[config.mk]
export PLATFORM = sky130hd
export DESIGN_NAME = adc_frame_collector_flat
export DESIGN_NICKNAME = d
export VERILOG_FILES = /design/src/rtl/adc_pkg.sv /design/src/rtl/adc_frame_collector_if.sv /design/src/rtl/sat_cnt8.sv /design/src/rtl/adc_frame_collector.sv /design/src/flat_wrapper.sv
export SDC_FILE = /design/constraint.sdc
export NUM_CORES = 1
export LEC_CHECK = 0
export CAP_MARGIN = 0
export CORE_MARGIN = 5
export CORE_UTILIZATION = 50
export DETAILED_ROUTE_END_ITERATION = 12
export PLACE_DENSITY = 0.82
export SETUP_SLACK_MARGIN = 0.4
export SKIP_LAST_GASP = 1
export SLEW_MARGIN = 20
export SYNTH_ARGS = -nofsm -noshare
export SYNTH_HDL_FRONTEND = slang
export SYNTH_SLANG_ARGS = --single-unit
[constraint.sdc]
create_clock -name clk -period 4.9 [get_ports clk]
set_clock_uncertainty 0.05 [all_clocks]
set_input_delay 0.735 -clock clk [delete_from_list [all_inputs] [get_ports clk]]
set_output_delay 0.735 -clock clk [all_outputs]
set_load 0.01 [all_outputs]
[src/rtl/adc_pkg.sv]
// Shared types and constants for the ADC frame collector: state encoding,
// frame geometry and sample/channel widths.
package adc_pkg;

    localparam int NUM_CH   = 6;
    localparam int SAMPLE_W = 16;
    localparam int CH_W     = 3;

    typedef logic [SAMPLE_W-1:0] sample_t;
    typedef logic [CH_W-1:0]     chan_t;

    typedef enum logic [1:0] {
        ST_IDLE    = 2'd0,
        ST_WAIT    = 2'd1,
        ST_COLLECT = 2'd2,
        ST_STREAM  = 2'd3
    } state_t;

    // Channel number carried by the final word of an n-channel frame.
    function automatic chan_t last_chan(input int n);
        return chan_t'(n - 1);
    endfunction

endpackage

[src/rtl/adc_frame_collector_if.sv]
// Frame output stream: one word per transfer, valid/ready handshake,
// out_last marks the final channel of a frame.
interface adc_frame_collector_if;
    import adc_pkg::*;

    sample_t out_data;
    chan_t   out_ch;
    logic    out_valid;
    logic    out_last;
    logic    out_ready;

    modport master (
        output out_data,
        output out_ch,
        output out_valid,
        output out_last,
        input  out_ready
    );

    modport slave (
        input  out_data,
        input  out_ch,
        input  out_valid,
        input  out_last,
        output out_ready
    );

endinterface

[src/rtl/sat_cnt8.sv]
// 8-bit event counter that sticks at 255 instead of wrapping.
module sat_cnt8 (
    input  logic       clk,
    input  logic       rst,
    input  logic       inc,
    output logic [7:0] cnt
);

    always_ff @(posedge clk) begin
        if (rst) begin
            cnt <= 8'd0;
        end else if (inc && (cnt != 8'hFF)) begin
            cnt <= cnt + 8'd1;
        end
    end

endmodule

[src/rtl/adc_frame_collector.sv]
// Periodically requests an ADC capture, gathers one sample per channel in
// order, and replays the completed frame on a valid/ready stream.
module adc_frame_collector
    import adc_pkg::*;
#(
    parameter int SYNC_PERIOD = 2048,
    parameter int TIMEOUT     = 1024,
    parameter int NUM_CH      = adc_pkg::NUM_CH
) (
    input  logic                         clk,
    input  logic                         rst,
    input  logic                         OP_MODE,
    input  logic                         RD_EN,
    input  sample_t                      DATA_I,
    input  chan_t                        CHANNEL_I,
    output logic                         SYNC,
    adc_frame_collector_if.master        stream,
    output logic [15:0]                  frame_cnt,
    output logic [7:0]                   err_cnt,
    output logic [7:0]                   skip_cnt
);

    localparam int    PER_W   = (SYNC_PERIOD > 1) ? $clog2(SYNC_PERIOD) : 1;
    localparam int    TMO_W   = (TIMEOUT > 1) ? $clog2(TIMEOUT) : 1;
    localparam chan_t LAST_CH = last_chan(NUM_CH);

    state_t           state;
    state_t           next_state;
    logic [PER_W-1:0] per_cnt;
    logic [PER_W-1:0] per_next;
    logic [TMO_W-1:0] tmo_cnt;
    chan_t            idx;
    chan_t            widx;
    chan_t            widx_inc;
    sample_t          frame_buf [NUM_CH];

    logic period_hit;
    logic sync_req;
    logic store_en;
    logic order_err;
    logic tmo_err;
    logic word_xfer;
    logic frame_done;
    logic start_stream;
    logic skip_inc;
    logic err_inc;

    // Dropping OP_MODE overrides everything: the frame in flight is abandoned
    // without being counted as an error.
    always_comb begin
        next_state   = state;
        sync_req     = 1'b0;
        store_en     = 1'b0;
        order_err    = 1'b0;
        tmo_err      = 1'b0;
        frame_done   = 1'b0;
        start_stream = 1'b0;
        skip_inc     = 1'b0;
        period_hit   = (state != ST_IDLE) && (per_cnt == PER_W'(SYNC_PERIOD - 1));
        word_xfer    = (state == ST_STREAM) && stream.out_valid && stream.out_ready;

        if (!OP_MODE) begin
            next_state = ST_IDLE;
        end else begin
            case (state)
                ST_IDLE: begin
                    next_state = ST_WAIT;
                end
                ST_WAIT: begin
                    if (period_hit) begin
                        sync_req   = 1'b1;
                        next_state = ST_COLLECT;
                    end
                end
                ST_COLLECT: begin
                    skip_inc = period_hit;
                    if (tmo_cnt == TMO_W'(TIMEOUT - 1)) begin
                        tmo_err    = 1'b1;
                        next_state = ST_WAIT;
                    end else if (RD_EN) begin
                        if (CHANNEL_I == idx) begin
                            store_en = 1'b1;
                            if (idx == LAST_CH) begin
                                start_stream = 1'b1;
                                next_state   = ST_STREAM;
                            end
                        end else begin
                            order_err  = 1'b1;
                            next_state = ST_WAIT;
                        end
                    end
                end
                ST_STREAM: begin
                    skip_inc = period_hit;
                    if (word_xfer && (widx == LAST_CH)) begin
                        frame_done = 1'b1;
                        next_state = ST_WAIT;
                    end
                end
                default: begin
                    next_state = ST_IDLE;
                end
            endcase
        end

        if ((state == ST_IDLE) || (next_state == ST_IDLE) || period_hit) begin
            per_next = '0;
        end else begin
            per_next = per_cnt + PER_W'(1);
        end
    end

    assign err_inc  = order_err | tmo_err;
    assign widx_inc = widx + chan_t'(1);

    always_ff @(posedge clk) begin
        if (rst) begin
            state <= ST_IDLE;
        end else begin
            state <= next_state;
        end
    end

    // SYNC is computed one cycle ahead so the flop is high exactly during the
    // WAIT cycle whose period count is the last one of the period.
    always_ff @(posedge clk) begin
        if (rst) begin
            per_cnt <= '0;
            SYNC    <= 1'b0;
        end else begin
            per_cnt <= per_next;
            SYNC    <= (next_state == ST_WAIT) && (per_next == PER_W'(SYNC_PERIOD - 1));
        end
    end

    always_ff @(posedge clk) begin
        if (rst) begin
            tmo_cnt <= '0;
            idx     <= '0;
        end else if (sync_req) begin
            tmo_cnt <= '0;
            idx     <= '0;
        end else if (state == ST_COLLECT) begin
            tmo_cnt <= tmo_cnt + TMO_W'(1);
            if (store_en) begin
                idx <= idx + chan_t'(1);
            end
        end
    end

    always_ff @(posedge clk) begin
        if (store_en) begin
            frame_buf[idx] <= DATA_I;
        end
    end

    // Word 0 is already buffered when the last sample arrives, so the stream
    // can present it on the very first STREAM cycle.
    always_ff @(posedge clk) begin
        if (rst) begin
            stream.out_valid <= 1'b0;
            stream.out_last  <= 1'b0;
            stream.out_data  <= '0;
            stream.out_ch    <= '0;
            widx             <= '0;
            frame_cnt        <= 16'd0;
        end else if (!OP_MODE) begin
            stream.out_valid <= 1'b0;
            stream.out_last  <= 1'b0;
        end else if (start_stream) begin
            stream.out_valid <= 1'b1;
            stream.out_data  <= frame_buf[0];
            stream.out_ch    <= '0;
            stream.out_last  <= (LAST_CH == chan_t'(0));
            widx             <= '0;
        end else if (word_xfer) begin
            if (frame_done) begin
                stream.out_valid <= 1'b0;
                stream.out_last  <= 1'b0;
                frame_cnt        <= frame_cnt + 16'd1;
            end else begin
                widx            <= widx_inc;
                stream.out_data <= frame_buf[widx_inc];
                stream.out_ch   <= widx_inc;
                stream.out_last <= (widx_inc == LAST_CH);
            end
        end
    end

    sat_cnt8 u_err_cnt (
        .clk (clk),
        .rst (rst),
        .inc (err_inc),
        .cnt (err_cnt)
    );

    sat_cnt8 u_skip_cnt (
        .clk (clk),
        .rst (rst),
        .inc (skip_inc),
        .cnt (skip_cnt)
    );

endmodule

[src/flat_wrapper.sv]
// flat-port wrapper written by rule: the top's interface ports become plain ports
module adc_frame_collector_flat import adc_pkg::*;
#(
    parameter int SYNC_PERIOD = 2048,
    parameter int TIMEOUT     = 1024,
    parameter int NUM_CH      = adc_pkg::NUM_CH
)
  (clk, rst, OP_MODE, RD_EN, DATA_I, CHANNEL_I, SYNC, frame_cnt, err_cnt, skip_cnt, stream_out_data, stream_out_ch, stream_out_valid, stream_out_last, stream_out_ready);
  adc_frame_collector_if stream_i ();
  input  logic clk;
  input  logic rst;
  input  logic OP_MODE;
  input  logic RD_EN;
  input  sample_t DATA_I;
  input  chan_t CHANNEL_I;
  output logic SYNC;
  output logic [15:0] frame_cnt;
  output logic [7:0] err_cnt;
  output logic [7:0] skip_cnt;
  output wire logic [$bits(stream_i.out_data)-1:0] stream_out_data;
  output wire logic [$bits(stream_i.out_ch)-1:0] stream_out_ch;
  output wire logic [$bits(stream_i.out_valid)-1:0] stream_out_valid;
  output wire logic [$bits(stream_i.out_last)-1:0] stream_out_last;
  input wire logic [$bits(stream_i.out_ready)-1:0] stream_out_ready;
  assign stream_out_data = stream_i.out_data;
  assign stream_out_ch = stream_i.out_ch;
  assign stream_out_valid = stream_i.out_valid;
  assign stream_out_last = stream_i.out_last;
  assign stream_i.out_ready = stream_out_ready;
  adc_frame_collector #(.SYNC_PERIOD(SYNC_PERIOD), .TIMEOUT(TIMEOUT), .NUM_CH(NUM_CH)) u_core (.clk(clk), .rst(rst), .OP_MODE(OP_MODE), .RD_EN(RD_EN), .DATA_I(DATA_I), .CHANNEL_I(CHANNEL_I), .SYNC(SYNC), .stream(stream_i), .frame_cnt(frame_cnt), .err_cnt(err_cnt), .skip_cnt(skip_cnt));
endmodule
Yosys cells after proc, flatten, opt, wreduce, memory -nomap -nowiden. Memory sizes are Yosys's and may differ from the RTL's. Index checks and enable logic that the tools add are counted.

Reduce and logical (&&, ||, !) cells: 22. Bitwise logic cells: 3. Equal/unequal tests: 14. Multiplexer cells: 48. Add/subtract/negate cells: 7.

Operators by type and width (count): $mux W16 (3); $mux W1 (33); $eq A11 B11 Y1 const B (2); $add A16 B1 Y16 const B (1); $add A8 B1 Y8 const B (2); $ne A8 B8 Y1 const B (2); $mux W2 (7); $add A11 B1 Y11 const B (1); $mux W11 (1); $add A10 B1 Y10 const B (1); $eq A10 B10 Y1 const B (1); $eq A3 B3 Y1 const B (3); $mux W3 (3); $pmux W2 S4 (1); $logic_and A1 B1 Y1 (7); $add A3 B1 Y3 const B (2); $reduce_bool A2 Y1 (3); $reduce_or A2 Y1 (3); $eq A2 B1 Y1 const B (2); $eq A2 B2 Y1 const B (2); $logic_not A2 Y1 (2); $reduce_and A2 Y1 (2); $reduce_and A4 Y1 (1); $eq A3 B3 Y1 (1); other kinds (6) (8).

Logic and storage cells: 107. Memory bits (writable): 96. Flip-flop bits (word level): 80. Memories kept: 1. Bits of input ports: 24. Output and inout port bits: 54.

Memories: u_core.frame_buf (words 6, width 16, rd ports 2, clocked after Yosys merged registers in 0, write ports 1, RTL line adc_frame_collector.sv:35) `sample_t frame_buf [NUM_CH];`.

Logic depth before layout (Yosys ltp). Gate-level depths: netlist of the first run.

Depth after elaboration: 13. Mapped depth: 10. Depth with buffers taken out: 7.

By module. Synthesis of the first run repeated with hierarchy kept, for this count alone.

Cells, all modules: 653. Area total of the unflattened synthesis: 7637.3 um2.

By module, submodules not included: adc_frame_collector (seq. area each 4164.0 um2, area each 6776.5 um2, cells an instance 561, times used 1); sat_cnt8 (seq. area each 160.2 um2, area each 430.4 um2, cells an instance 46, times used 2).

Worst setup path after synthesis of the first run. Ideal clock, no wire load.

Path type: input-to-reg. From: in OP_MODE. To: mem u_core.frame_buf[4][0] in the netlist's numbering (enable). Arrival time: 3.300 ns. Buffers on the path: 1. Setup time: 0.436 ns. Slack: 1.113 ns. Cell stages on the path: 5. Data required time: 4.414 ns. Cell sequence: clkbuf_1 -> nand4b_1 -> nor4_1 -> nand2_1 -> nor4b_1.

Longest elaborated chain between the ends: 3.

RTL lines: start: declaration (RTL line flat_wrapper.sv:12) `input logic OP_MODE;`; $mux W1 (RTL line adc_frame_collector.sv:62) `if (!OP_MODE) begin`; $mux W1 (RTL line adc_frame_collector.sv:152) `if (store_en) begin`; $mux W1 (not written as such) (RTL line adc_frame_collector.sv:153) `frame_buf[idx] <= DATA_I;`; end: declaration (RTL line adc_frame_collector.sv:35).

Every way passes these cells.

Worst setup path after layout of the first run.
From: in OP_MODE. To: mem u_core.frame_buf[3][14] in the netlist's numbering (enable).

Same word-level chain as after synthesis.

==> run summary, run 1 <==
Syn_nets -> 688
Final hold violations -> 0
DRT antenna net count -> 0
Critical Path Start -> OP_MODE
Iter 0 DRT Violations -> 489
Maximum VDD drop -> 0.0002897 V
Ys Warns -> 0
H-Tree Depth -> 4
Crit path to -> u_core.frame_buf[3][14]
Vias in the first global route -> 5265
Final setup TNS -> 0 ns
Min Tclk post-route -> 3.030 ns
Setup slack, reg-to-reg -> 2.21 ns
Ys async rst share -> 0%
Area of the multi-input gates -> 0.002740 mm²
Worst path bufs/invs -> 1
Slew @ Worst Pin -> 1.062 ns
CP Cell Sequence -> clkdlybuf4s50_1, nand4b_1, nor4_1, nand2_1, nor2_1, and3_1
Die X -> 131.5 µm
Worst path required time -> 4.92 ns
Worst slack at placement -> 1.395 ns
Dpl hpwl -> 10510 µm
Initial antenna violation count -> 0
Post-CTS Setup Bufs -> 0
Worst min path class -> reg2reg
Final period utilization -> 61.85%
Worst setup SP type -> input port
Fill count -> 1105
Ports -> 78
Most frequent cells in the layout -> edfxtp_1, dfxtp_1, clkdlybuf4s50_1, nor2_1, nand2_1
Final cell count without fillers -> 921
Hold path cells -> 2
Seq pwr share -> 54.0%
Design Power -> 2.880 mW
Power Density -> 324.1 mW/mm²
Core ar. -> 0.01448 mm²
Leakage power -> 2.846 nW
Largest net degree at the start of global routing -> 63
Run status -> complete, no violations
Resized Gates After CTS -> 0
Starting Density -> 50.95%
Combinational share of power -> 1.6%
CP peak stage delay -> 0.71 ns
Levels on crit path -> 6
Netlist cell types -> 49
Crit-path max FO -> 16
FF+latch count, synth -> 176
Commonest non-fill, non-tap cell in the layout -> edfxtp_1
Final setup fails -> 0
Clock Power Share -> 44.4%
CP Capture Type -> register
Worst r2r dst -> u_core.frame_buf[3][14]
Reg2reg start -> u_core.idx[0]
WL/cell -> 17.47 µm
DRC Markers -> 0
Slew headroom -> 29.17%
CTS root buf -> clkbuf_16
Pre-antenna DRT Iters -> 5
Crit path kind -> in2reg
Gr usage total -> 18.77%
Final core utilization -> 61.37%
WHS -> 0.4035 ns
FMAX -> 330.0 MHz
Fin worst setup slack -> 1.870 ns
Final wirelength -> 16090 µm
Final Slew Violations -> 0
Critical path arrival -> 3.05 ns
Nets@finish -> 758
Placed cell areas -> 0.008325 mm²
Internal cell power -> 2.281 mW
Longest Clk Path Bufs -> 2
Worst-path clk slew -> 0.06 ns
FP Rows -> 44
Synth Area per Inst -> 11.28 µm²
Reg area -> 0.004484 mm²
Sequential-to-total area share from yosys stat -> 60.79%
Synth Cell Area -> 0.007377 mm²
Clk Latency, worst-skew pair -> 0.44 ns
Layout cells sized above 1 -> 6.784%
RSZ-0062 raised after global routing -> false
# hold bufs at CTS -> 0
Vias per cell -> 5.768
Gpl congestion -> 0.7955
MaxCap Viol Count -> 0
Clk sink count -> 176
Reg2reg path depth -> 5
Sw frac -> 20.81%
Antenna Cells -> 0
TritonCTS buffer count -> 17
Grt total ovfl -> 0
Placed insts -> 889
First-pass GRT wire length -> 26390 µm
Switching Power -> 599.3 µW
Number of synthesized flops with an enable pin -> 96
Die footprint -> 0.01728 mm²
Via count -> 5312
CP max stage cell -> clkdlybuf4s50_1
Cell family with most CP delay -> simple AND/OR/NAND/NOR gates
I/O Buffers -> 77
Mapped Cells -> 654
CTS tree -> built
Top FF cell, synth -> edfxtp_1
Area Overhead vs Synth -> 20.45%
Final non-filler cell area -> 0.008886 mm²
Die height -> 131.5 µm
power groups by stage:
stage / registers, mW / clock network [mW] / logic (mW)
floorplan: 1.59 / 0 / 0.0143
global placement: 1.59 / 0 / 0.0451
detailed placement: 1.59 / 0 / 0.0470
CTS: 1.55 / 1.29 / 0.0471
global route: 1.55 / 1.37 / 0.0508
finish: 1.55 / 1.28 / 0.0473
worst min path at each step:
stage                               from                        end  slack, ns
2_1_floorplan         u_core.per_cnt[10]         u_core.per_cnt[10]       0.39
3_3_place_gp   u_core.stream.out_data[1]  u_core.stream.out_data[1]       0.39
3_5_place_dp   u_core.stream.out_data[1]  u_core.stream.out_data[1]       0.40
4_1_cts        u_core.stream.out_data[1]  u_core.stream.out_data[1]       0.40
5_1_grt        u_core.stream.out_data[1]  u_core.stream.out_data[1]       0.43
6_report       u_core.stream.out_data[1]  u_core.stream.out_data[1]       0.40
metal layers:
metal  vias up  global-route usage (%)  routed length, µm
li1       2532                       -                  -
met1      2580                   23.38               6781
met2       175                   31.41               8109
met3        25                   5.428                961
met4         0                   6.457                240
met5         -                       0                  0
registers in the layout (all words and copies together) (netlist names):
signal / cells
u_core.stream.out_valid: 1
u_core.tmo_cnt: 10
u_core.per_cnt: 11
u_core.widx: 3
u_core.frame_cnt: 16
u_core.stream.out_data: 16
u_core.u_skip_cnt.cnt: 8
u_core.frame_buf: 96
u_core.state: 2
u_core.u_err_cnt.cnt: 8
u_core.SYNC: 1
u_core.stream.out_last: 1
u_core.idx: 3
Yosys cell counts, types with 4 or more instances:
cell	count	area share, %
a21oi_1	35	2.4
clkbuf_1	27	1.4
dfxtp_1	80	22
edfxtp_1	96	39
o21ai_0	23	1.6
a31oi_1	8	0.68
mux2i_1	33	4.5
nand2_1	62	3.2
nor2_1	72	3.7
nand2b_1	4	0.34
and3_1	15	1.3
o22a_1	6	0.71
or3_1	9	0.76
buf_2	4	0.27
nor4_1	8	0.68
a211oi_1	13	1.3
xnor2_1	26	3.1
ha_1	10	1.7
nand3_1	24	1.6
xor2_1	16	1.9
a221oi_1	9	1.1
and4_1	5	0.59
nand4_1	10	0.85
o31ai_1	4	0.41
inv_1	12	0.61
nor3_1	12	0.81
tightest hold or removal path: cells and delay by family (launching register included):
| kind | cells | cell delay [ns] |
|---|---|---|
| flops | 1 | 0.31 |
| simple gates | 1 | 0.05 |
| compound gates | 1 | 0.05 |
layout make-up:
class                   count  area share (%)
inverters                  12          0.5069
repair buffers             85           9.293
multi-input cells         432           30.84
clock inverters             9          0.8167
well taps                 184           2.591
clock buffers              23           5.491
flip-flops and latches    176           50.46
kinds of logic (layout without fill, tap and decap cells):
logic type | after synthesis | after routing | share of synthesized area (%)
multiplexers | 36 | 36 | 5.088
AND/OR/NAND/NOR | 239 | 239 | 15.88
AO/OA/AOI/OAI | 105 | 105 | 8.939
adder cells (fa/ha/maj) | 10 | 10 | 1.696
flip-flops | 176 | 176 | 60.79
XOR/XNOR | 42 | 42 | 4.986
buffers and inverters | 46 | 129 | 2.629
Note: power is estimated with default switching activity, not from simulation.
==> run 2, diff against run 1 <==
- clock period: 4.9 -> 2.9 ns (I/O delays scaled with it)
==> run summary, run 2 (synthesis gave the netlist of run 1 again) <==
Layout cells sized above 1 -> 9.733% (was 6.784%)
Vias per cell -> 5.716 (was 5.768)
Crit-path max FO -> 7 (was 16)
Final non-filler cell area -> 0.009133 mm² (was 0.008886 mm²)
# hold bufs at CTS -> 0 (unchanged)
CTS tree -> built (unchanged)
CP Capture Type -> register (unchanged)
CP Cell Sequence -> ha_2, and3_4, nand4_4, or4b_4, or4_1, a21oi_1 (was clkdlybuf4s50_1, nand4b_1, nor4_1, nand2_1, nor2_1, and3_1)
Largest net degree at the start of global routing -> 55 (was 63)
Final setup fails -> 0 (unchanged)
Crit path kind -> reg2reg (was in2reg)
Worst-path clk slew -> 0.07 ns (was 0.06 ns)
Vias in the first global route -> 5383 (was 5265)
TritonCTS buffer count -> 17 (unchanged)
Leakage power -> 2.961 nW (was 2.846 nW)
Die height -> 131.5 µm (unchanged)
Pre-antenna DRT Iters -> 5 (unchanged)
Most frequent cells in the layout -> edfxtp_1, clkdlybuf4s50_1, dfxtp_1, nor2_1, nand2_1 (was edfxtp_1, dfxtp_1, clkdlybuf4s50_1, nor2_1, nand2_1)
Run status -> complete, no violations (unchanged)
DRT antenna net count -> 0 (unchanged)
Gr usage total -> 19.33% (was 18.77%)
Biggest regs -> u_core.frame_buf: 96 flops, u_core.frame_cnt: 16 flops, u_core.stream.out_data: 16 flops (unchanged)
Longest Clk Path Bufs -> 2 (unchanged)
Clk Latency, worst-skew pair -> 0.43 ns (was 0.44 ns)
H-Tree Depth -> 4 (unchanged)
Final setup TNS -> 0 ns (unchanged)
Grt total ovfl -> 0 (unchanged)
WHS -> 0.3492 ns (was 0.4035 ns)
Starting Density -> 50.95% (unchanged)
Iter 0 DRT Violations -> 382 (was 489)
Worst min path class -> in2reg (was reg2reg)
Min Tclk post-route -> 2.411 ns
MaxCap Viol Count -> 0 (unchanged)
Fill count -> 1073 (was 1105)
FMAX -> 414.7 MHz
Gpl congestion -> 0.7877 (was 0.7955)
Dpl hpwl -> 11040 µm (was 10510 µm)
First-pass GRT wire length -> 27390 µm (was 26390 µm)
DRC Markers -> 0 (unchanged)
Die X -> 131.5 µm (unchanged)
Commonest non-fill, non-tap cell in the layout -> edfxtp_1 (unchanged)
Area Overhead vs Synth -> 23.80% (was 20.45%)
Die footprint -> 0.01728 mm² (unchanged)
Nets@finish -> 771 (was 758)
Initial antenna violation count -> 0 (unchanged)
Antenna Cells -> 0 (unchanged)
WL/cell -> 17.73 µm (was 17.47 µm)
CP max stage cell -> or4b_4 (was clkdlybuf4s50_1)
Worst path bufs/invs -> 0 (was 1)
Final period utilization -> 83.14%
Core ar. -> 0.01448 mm² (unchanged)
Placed cell areas -> 0.008506 mm² (was 0.008325 mm²)
Final wirelength -> 16560 µm (was 16090 µm)
I/O Buffers -> 77 (unchanged)
CTS root buf -> clkbuf_16 (unchanged)
Worst path required time -> 3.19 ns (was 4.92 ns)
RSZ-0062 raised after global routing -> true (was false)
Ports -> 78 (unchanged)
Power Density -> 548.2 mW/mm² (was 324.1 mW/mm²)
Final hold violations -> 0 (unchanged)
Maximum VDD drop -> 0.0004570 V (was 0.0002897 V)
Max reg flops -> 96 (unchanged)
Final Slew Violations -> 0 (unchanged)
Top reg by flops -> u_core.frame_buf (unchanged)
Worst setup SP type -> register (was input port)
Slew @ Worst Pin -> 0.6222 ns (was 1.062 ns)
CP peak stage delay -> 0.61 ns (was 0.71 ns)
FP Rows -> 44 (unchanged)
Clk sink count -> 176 (unchanged)
Critical path arrival -> 2.70 ns (was 3.05 ns)
Via count -> 5339 (was 5312)
Slew headroom -> 58.52% (was 29.17%)
Cell family with most CP delay -> simple AND/OR/NAND/NOR gates (unchanged)
==> run 2: cell type report <==
type | instances | area [µm²] | share of cell area [%]
Clock buffer | 19 | 442.9 | 4.850
Clock inverter | 13 | 151.4 | 1.658
Inverter | 12 | 45.04 | 0.4932
Multi-Input combinational cell | 432 | 2788 | 30.52
Sequential cell | 176 | 4489 | 49.16
Tap cell | 184 | 230.2 | 2.521
Timing Repair Buffer | 98 | 985.9 | 10.80
==> run 2: worst min-delay path: stages <==
cell      delay (ns)
buf_2           0.10
nand2b_1        0.17
a21oi_1         0.05
==> run 2: repair_timing <==
| item | CTS | global route |
|---|---|---|
| gates resized for setup | 3 | 5 |
| setup buffers | 0 | 2 |
| pin swaps | 0 | 1 |
| endpoints found under the setup margin | 3 | 109 |
==> run 2: worst paths after layout <==
| path | slack (ns) | cells past startpoint | from | endpoint |
|---|---|---|---|---|
| max | 0.49 | 6 | u_core.per_cnt[0] | u_core.u_skip_cnt.cnt[7] |
| min reg2reg | 0.40 | 2 | u_core.stream.out_data[14] | u_core.stream.out_data[14] |
| min | 0.35 | 3 | rst | u_core.stream.out_valid |
| max reg2reg | 0.49 | 6 | u_core.per_cnt[0] | u_core.u_skip_cnt.cnt[7] |
==> run 2: power breakdown <==
| part | switching, mW | internal [mW] | leakage, nW |
|---|---|---|---|
| logic | 0.0501 | 0.0353 | 1.16 |
| registers | 0.00244 | 2.62 | 1.51 |
| clock network | 0.983 | 1.31 | 0.295 |
| total | 1.04 | 3.97 | 2.96 |
==> run 2: metrics by stage <==
step	utilization (%)	total power, mW	std cells	setup WS [ns]
after floorplan	-	2.706	654	0.4335
after global placement	58.75	2.762	900	0.2388
after detailed placement	58.75	2.767	900	0.1455
after CTS	62.88	5.040	932	0.4233
after global routing	63.07	5.146	934	0.3479
final	63.07	5.006	934	0.4889
==> run 2: layer usage <==
| metal | GRT usage, % | part of all wire (%) |
|---|---|---|
| met3 | 4.931 | 5.5 |
| met4 | 6.286 | 1.7 |
| met5 | 0 | 0 |
| met1 | 24.49 | 43 |
| met2 | 32.56 | 50 |
==> run 3, diff against run 2 <==
- clock period: 2.9 -> 2.3 ns (I/O delays scaled with it)
==> run summary, run 3 (synthesis gave the netlist of run 1 again) <==
Run status -> complete, no violations (unchanged)
Core ar. -> 0.01448 mm² (unchanged)
CP Capture Type -> register (unchanged)
Clock Power Share -> 45.3% (was 45.8%)
Switching Power -> 1.407 mW (was 1.035 mW)
Dpl hpwl -> 11350 µm (was 11040 µm)
Internal cell power -> 4.892 mW (was 3.971 mW)
CTS tree -> built (unchanged)
Nets@finish -> 830 (was 771)
Hold path cells -> 3 (unchanged)
Starting Density -> 50.95% (unchanged)
Initial antenna violation count -> 1 (was 0)
Vias per cell -> 6.068 (was 5.716)
Final cell count without fillers -> 994 (was 934)
Crit path kind -> in2reg (was reg2reg)
DRT antenna net count -> 0 (unchanged)
Reg area -> 0.004528 mm² (was 0.004489 mm²)
Layout cells sized above 1 -> 26.45% (was 9.733%)
Most used routing layer -> met2 (unchanged)
Met2 Use GR -> 38.32% (was 32.56%)
H-Tree Depth -> 4 (unchanged)
WL/cell -> 21.39 µm (was 17.73 µm)
Maximum VDD drop -> 0.0005004 V (was 0.0004570 V)
CTS root buf -> clkbuf_16 (unchanged)
Setup slack, reg-to-reg -> 0.22 ns (was 0.49 ns)
I/O Buffers -> 77 (unchanged)
Min Tclk post-route -> 2.098 ns
Top reg by flops -> u_core.frame_buf (unchanged)
Met3 Usage GRT -> 4.511% (was 4.931%)
Worst-path clk slew -> 0.07 ns (about the same)
Sw frac -> 22.34% (was 20.68%)
Via count -> 6032 (was 5339)
Die X -> 131.5 µm (unchanged)
Final non-filler cell area -> 0.01040 mm² (was 0.009133 mm²)
Worst min path class -> in2reg (unchanged)
Clk Latency, worst-skew pair -> 0.43 ns (about the same)
Leakage power -> 3.436 nW (was 2.961 nW)
FP Rows -> 44 (unchanged)
Final Slew Violations -> 0 (unchanged)
Max reg flops -> 96 (unchanged)
Die height -> 131.5 µm (unchanged)
Slew @ Worst Pin -> 0.6398 ns (was 0.6222 ns)
Fill count -> 889 (was 1073)
Largest net degree at the start of global routing -> 55 (unchanged)
Commonest non-fill, non-tap cell in the layout -> edfxtp_1 (unchanged)
Ports -> 78 (unchanged)
Reg2reg path depth -> 6 (unchanged)
Combinational share of power -> 2.3% (was 1.7%)
First-pass GRT wire length -> 30750 µm (was 27390 µm)
Final period utilization -> 91.21%
Power Density -> 605.7 mW/mm² (was 548.2 mW/mm²)
Placed insts -> 916 (was 900)
Worst setup SP type -> input port (was register)
RSZ-0062 raised after global routing -> true (unchanged)
Iter 0 DRT Violations -> 530 (was 382)
Most frequent cells in the layout -> edfxtp_1, clkdlybuf4s50_1, nor2_1, nand2_1, dfxtp_1 (was edfxtp_1, clkdlybuf4s50_1, dfxtp_1, nor2_1, nand2_1)
Slew headroom -> 57.35% (was 58.52%)
MaxCap Viol Count -> 0 (unchanged)
TritonCTS buffer count -> 17 (unchanged)
Biggest regs -> u_core.frame_buf: 96 flops, u_core.frame_cnt: 16 flops, u_core.stream.out_data: 16 flops (unchanged)
Reg2reg start -> u_core.per_cnt[0] (unchanged)
Hold wc startpoint -> rst (unchanged)
Area Overhead vs Synth -> 40.98% (was 23.80%)
Vias in the first global route -> 6063 (was 5383)
Final setup fails -> 0 (unchanged)
Clk sink count -> 176 (unchanged)
Worst r2r dst -> u_core.u_skip_cnt.cnt[7] (unchanged)
Gpl congestion -> 0.8552 (was 0.7877)
Global Route met1 Usage -> 26.03% (was 24.49%)
FMAX -> 476.7 MHz
Die footprint -> 0.01728 mm² (unchanged)
Worst Hold End -> u_core.stream.out_valid (unchanged)
WHS -> 0.2948 ns (was 0.3492 ns)
Final hold violations -> 0 (unchanged)
Worst path required time -> 2.40 ns (was 3.19 ns)
Seq pwr share -> 52.4% (was 52.5%)
Gr usage total -> 21.95% (was 19.33%)
Crit-path max FO -> 8 (was 7)
DRC Markers -> 0 (unchanged)
Pre-antenna DRT Iters -> 7 (was 5)
Placed cell areas -> 0.008747 mm² (was 0.008506 mm²)
Final wirelength -> 21270 µm (was 16560 µm)
Critical path arrival -> 2.20 ns (was 2.70 ns)
Longest Clk Path Bufs -> 2 (unchanged)
Area of the multi-input gates -> 0.003378 mm² (was 0.002788 mm²)
Grt total ovfl -> 0 (unchanged)
Final setup TNS -> 0 ns (unchanged)
==> run 3: timing repair <==
action,4_1_cts,5_1_grt
hold buffers,0,0
gates cloned,7,4
resized for setup,69,74
buffers inserted,21,13
pin swaps,16,37
endpoints found under the setup margin,143,153
==> run 3: power by group through the flow <==
stage	Clock, mW	Combinational (mW)	Sequential, mW
4_1_cts	2.84	0.120	3.31
2_1_floorplan	0	0.0345	3.38
3_3_place_gp	0	0.107	3.38
6_report	2.85	0.142	3.30
3_5_place_dp	0	0.112	3.38
5_1_grt	3.00	0.149	3.30
==> run 3: worst max-delay path: stages <==
cell and delay (ns):
clkdlybuf4s50_1 0.47, xor2_2 0.22, nor4_4 0.31, nand2_4 0.09, buf_6 0.15, nor4bb_4 0.26
buf_4 0.18, clkbuf_16 0.15
==> run 3: area by class of cell <==
cell class	count	share of cell area [%]
clock buffer	18	4.127
inverter	12	0.5053
tap	184	2.214
sequential	176	43.54
timing repair buffer	154	15.70
clock inverter	14	1.408
multi-input combinational	435	32.48
antenna	1	0.02406
==> run 3: routing by layer <==
| metal | share of wire, % | up-vias |
|---|---|---|
| met5 | 0 | - |
| li1 | - | 2683 |
| met2 | 53 | 264 |
| met4 | 2.8 | 0 |
| met3 | 5.5 | 53 |
| met1 | 39 | 3032 |
==> run 3: metrics by stage <==
| stage | util, % | worst slack [ns] | total power, mW |
|---|---|---|---|
| 2_1_floorplan | - | 0.02992 | 3.414 |
| 3_3_place_gp | 60.41 | -0.1003 | 3.486 |
| 3_5_place_dp | 60.41 | -0.1524 | 3.492 |
| 4_1_cts | 68.42 | 0.2542 | 6.265 |
| 5_1_grt | 71.83 | 0.1502 | 6.455 |
| 6_report | 71.83 | 0.2023 | 6.299 |
==> run 3: worst max-delay path by stage <==
stage / start / endpoint / slack, ns / depth (start not counted)
after global placement: OP_MODE / u_core.frame_buf[2][0] / -0.10 / 7
after detailed placement: OP_MODE / u_core.frame_buf[2][12] / -0.15 / 7
after floorplan: OP_MODE / u_core.frame_buf[5][0] / 0.03 / 5
final: CHANNEL_I[2] / u_core.frame_buf[5][5] / 0.20 / 8
after global routing: CHANNEL_I[2] / u_core.frame_buf[5][5] / 0.15 / 8
after CTS: u_core.per_cnt[0] / u_core.u_skip_cnt.cnt[5] / 0.25 / 6
==> RTL change 1 (config.mk and constraints of run 2) <==
Set the package constant `SAMPLE_W` to 14 (it was 16).
--- a/src/rtl/adc_pkg.sv
+++ b/src/rtl/adc_pkg.sv
@@ -3,7 +3,7 @@
 package adc_pkg;
 
     localparam int NUM_CH   = 6;
-    localparam int SAMPLE_W = 16;
+    localparam int SAMPLE_W = 14;
     localparam int CH_W     = 3;
 
     typedef logic [SAMPLE_W-1:0] sample_t;
Ports: changed (resized DATA_I and stream_out_data); port bits go from 78 to 74. No check against the original RTL was run, so the function may have changed too.
==> RTL change 1 against run 2 <==
Area after synthesis decreased by 6.5%. Cell area decreased by 7.1%. Routed wire length decreased by 5.1%. Critical path type unchanged. Clock power decreased by 7%. Total power decreased by 7.6%. Count of clock-buffer cells in the layout decreased by 1. Via count decreased by 7.5%. Setup slack got worse by 0.0013 ns. Sequential cell count decreased by 14.
==> RTL change 1: results (changes against run 2) <==
GRT
  – Vias in the first global route: 5,180 (-3.8%)
  – Gr usage total: 20.0% (+0.62 points)
  – GR Util met1: 23.3% (-1.2 points)
  – Largest net degree at the start of global routing: 52 (-5.5%)
  – GR Util met2: 35.3% (+2.7 points)

Setup path
  – CP max FO: 14 (+7)
  – Critical path destination: u_core.stream.out_data[12]$_SDFFE_PP0P_
  – R2R cell count: 8 (+2)
  – Worst R2R Setup Slack: 0.49 ns (about the same)
  – Delay-heaviest family, CP: compound AO/OA/AOI/OAI gates
  – Worst path max stage delay: 0.42 ns (-0.19 ns)
  – Slowest cell on the critical path: dfxtp_1
  – Worst Path Arrival: 2.64 ns (-0.06 ns)

Logic synthesis
  – Syn avg cell area: 12.1 µm² (+7.0%)
  – Mux cell area share after synthesis: 7.66% (+2.6 points)
  – Syn_nets: 603 (-12%)
  – Netlist cell types: 59 (+20%)
  – Register area share after synthesis: 59.2% (-1.5 points)
  – Top post-synthesis cells by area: edfxtp_1 (37%), dfxtp_1 (23%), mux4_2 (4.6%), nor2_1 (3.9%), xnor2_1 (3.0%)
  – Synth Area in Adders: 1.81% (+0.12 points)

Timing
  – Max_slew headroom: 59.5% (+1.0 points)

Status
  – Status: finished, final reports clean

Placed design
  – Port bufs: 73 (-5.2%)
  – Placed Area: 0.00790 mm² (-7.1%)
  – DP Cell Count: 818 (-9.1%)
  – Post-detail-place hpwl: 10,600 µm (-3.8%)
  – Pre-CTS setup slack: 0.253 ns (+0.107 ns)

Drt
  – Vias: 4,938 (-7.5%)
  – Initial DRC Count: 395 (+3.4%)
  – DR WL met2: 8160 µm (-0.62%)
  – Met3 Routed Length: 1050 µm (+14%)

Finish
  – Non-clk bufs: 92 (-6.1%)
  – Share of cells above drive strength 1: 13.7% (+4.0 points)
  – Core Util, Final: 61.8% (-1.2 points)
  – FILL cells: 1,061 (-1.1%)
  – Count of multi-input gates: 376 (-13%)
  – Multi-input gate share of total cell area: 31.9% (+1.3 points)
  – Inverter count: 8 (-4)
  – Largest registers: u_core.frame_buf: 84 flops, u_core.frame_cnt: 16 flops, u_core.stream.out_data: 14 flops
  – Register share of the cell area: 48.1% (-1.0 points)
  – Fin cells: 850 (-9.0%)

Die
  – Die X: 127 µm (-3.1%)

Pwr
  – Peak VDD IR: 0.480 mV (+5.1%)
  – PwrDens: 545 mW/mm² (-0.51%)
  – Switching share of power: 20.1% (-0.57 points)
  – Seq pwr: 2.41 mW (-8.4%)
  – Clock network power: 2.14 mW (-7%)

Clock network
  – CTS Sinks: 162 (-8.0%)
-- RTL change 1: worst min-delay path by stage --
stage	end	start	cells after the start	slack, ns
3_5_place_dp	u_core.stream.out_data[13]$_SDFFE_PP0P_	u_core.stream.out_data[13]$_SDFFE_PP0P_	2	0.41
6_report	u_core.state[0]$_SDFF_PP0_	rst	3	0.39
2_1_floorplan	u_core.tmo_cnt[1]$_SDFFE_PP0P_	u_core.tmo_cnt[1]$_SDFFE_PP0P_	2	0.40
4_1_cts	u_core.stream.out_last$_SDFFE_PP0P_	rst	3	0.36
5_1_grt	u_core.stream.out_last$_SDFFE_PP0P_	rst	3	0.40
3_3_place_gp	u_core.tmo_cnt[1]$_SDFFE_PP0P_	u_core.tmo_cnt[1]$_SDFFE_PP0P_	2	0.41
-- RTL change 1: what timing repair did --
item                                   in CTS  in global routing
hold buffers                                0                  0
cloned                                      0                  0
setup endpoints to repair                  11                 30
endpoints found under the hold margin       0                  0
gates resized for setup                     2                  2
==> RTL change 2 (flow settings as in run 2) <==
Without the edit above. Add an input register stage for `OP_MODE`, with the module's reset; this delays it by one clock. The other inputs are not delayed to match.
--- a/src/rtl/adc_frame_collector.sv
+++ b/src/rtl/adc_frame_collector.sv
@@ -24,6 +24,16 @@
     localparam int    TMO_W   = (TIMEOUT > 1) ? $clog2(TIMEOUT) : 1;
     localparam chan_t LAST_CH = last_chan(NUM_CH);
 
+    logic OP_MODE_q;
+
+    always_ff @(posedge clk) begin
+        if (rst) begin
+            OP_MODE_q <= '0;
+        end else begin
+            OP_MODE_q <= OP_MODE;
+        end
+    end
+
     state_t           state;
     state_t           next_state;
     logic [PER_W-1:0] per_cnt;
@@ -59,7 +69,7 @@
         period_hit   = (state != ST_IDLE) && (per_cnt == PER_W'(SYNC_PERIOD - 1));
         word_xfer    = (state == ST_STREAM) && stream.out_valid && stream.out_ready;
 
-        if (!OP_MODE) begin
+        if (!OP_MODE_q) begin
             next_state = ST_IDLE;
         end else begin
             case (state)
@@ -164,7 +174,7 @@
             stream.out_ch    <= '0;
             widx             <= '0;
             frame_cnt        <= 16'd0;
-        end else if (!OP_MODE) begin
+        end else if (!OP_MODE_q) begin
             stream.out_valid <= 1'b0;
             stream.out_last  <= 1'b0;
         end else if (start_stream) begin
Behaviour: same outputs for any inputs over 10 cycles, from zero or initial values and one cycle with rst high; that may be too few to reach the edited logic, so the function may still have changed.
==> RTL change 2 against run 2 <==
Count of clock-buffer cells in the layout unchanged. Highest routed layer unchanged. Setup slack better by 0.14 ns. Area after synthesis up 2.3%. Sequential cell count up 1. Routed wire length about the same. Cell area up 1.9%. Largest power group unchanged. Total power down 0.27%.
==> RTL change 2: results (changes against run 2) <==
Worst hold path
  – Worst Hold Path EP: u_core.tmo_cnt[1]$_SDFFE_PP0P_
  – Hold Crit Depth: 2 (-1)
  – Type of the worst min-delay path: reg2reg
  – Worst hold start: u_core.tmo_cnt[1]$_SDFFE_PP0P_

Finish
  – # nets final: 725 (-6.0%)
  – FILL cells: 1,090 (+1.6%)
  – Share of cells above drive strength 1: 13.4% (+3.6 points)

GRT
  – Gr usage total: 19.0% (-0.37 points)
  – GR Util met1: 22.2% (-2.3 points)
  – Antenna violations before repair: 0 (unchanged)
  – Grt met3 use: 5.40% (+0.47 points)
  – Vias in the first global route: 5,291 (-1.7%)
  – Largest net degree at the start of global routing: 34 (-38%)
  – First-pass GRT wire length: 26,400 µm (-3.5%)

Pwr
  – Static leakage: 3.05 nW (+3.0%)
  – Peak VDD IR: 0.373 mV (-18%)

Setup path
  – Worst Path Arrival: 2.57 ns (-0.13 ns)
  – CP max FO: 9 (+2)
  – Slowest cell on the critical path: nor3_4
  – Worst path max stage delay: 0.44 ns (-0.17 ns)
  – Worst R2R Setup Slack: 0.63 ns (+0.14 ns)

Logic synthesis
  – Top post-synthesis cells by area: edfxtp_1 (38%), dfxtp_1 (21%), mux4_2 (4.8%), xor2_1 (3.2%), nor2_1 (3.2%)
  – Syn_nets: 631 (-8.3%)
  – Post-synthesis xor/xnor area fraction: 5.55% (+0.57 points)
  – Mux cell area share after synthesis: 7.03% (+1.9 points)
  – Top cells by count, synth: edfxtp_1 (96), dfxtp_1 (81), nor2_1 (64)
  – Netlist cell types: 57 (+16%)
  – Register area share after synthesis: 59.7% (-1.1 points)
  – Synth Area in Compound Gates: 9.76% (+0.83 points)

Placed design
  – Post-detail-place hpwl: 11,000 µm (-0.69%)
  – GP Congestion: 0.825 (+4.7%)

Drt
  – Vias/cell: 5.79 (+1.3%)
  – WL final: 16,600 µm (about the same)
  – Initial DRC Count: 300 (-21%)

Clock network
  – Worst-Skew Late Latency: 0.43 ns (about the same)

Status
  – Status: finished, final reports clean
RTL change 2: cell types whose count changed after synthesis, sizes merged, moves of 8 or more:
cell and change:
a221o +16, a211oi -9, mux4 +15, a221oi -8, clkbuf -16, xor2 +13, and3 -8, mux2i -16
nand2 -16, a22o +16, a21oi -20, xnor2 -8
RTL change 2: repair_timing:
item,CTS,global route
gates resized for setup,0,2
buffers inserted,3,0
hold buffers,0,0
setup endpoints to repair,1,64
pin swaps,1,0
cloned,0,0
RTL change 2: metal layers:
| layer | vias up | wire length (µm) |
|---|---|---|
| met2 | 164 | 8380 |
| met5 | - | 0 |
| met1 | 2549 | 6840 |
| met4 | 0 | 356 |
| li1 | 2425 | - |
| met3 | 27 | 989 |
RTL change 2: area by class of cell:
class / instances / share of cell area [%]
clock buffers: 19 / 4.76
clock inverters: 13 / 1.56
inverters: 11 / 0.444
multi-input cells: 385 / 31.3
flip-flops and latches: 177 / 48.4
well taps: 188 / 2.53
repair buffers: 99 / 11.0
RTL change 2: through the flow:
| step | area, µm² | instances | setup slack [ns] | hold WS, ns |
|---|---|---|---|---|
| final | 9310 | 892 | 0.632 | 0.439 |
| after global routing | 9310 | 892 | 0.452 | 0.471 |
| after CTS | 9300 | 892 | 0.460 | 0.438 |
| after detailed placement | 8690 | 857 | 0.172 | 0.429 |
| after global placement | 8690 | 857 | 0.254 | 0.410 |
| after floorplan | 7600 | 597 | 0.238 | 0.402 |
RTL change 2: where the power goes:
| part | switching [mW] | internal [mW] | total, mW | leakage (nW) |
|---|---|---|---|---|
| logic | 0.0578 | 0.0396 | 0.0973 | 1.25 |
| clock network | 1.01 | 1.24 | 2.25 | 0.287 |
| registers | 0.00447 | 2.64 | 2.64 | 1.52 |
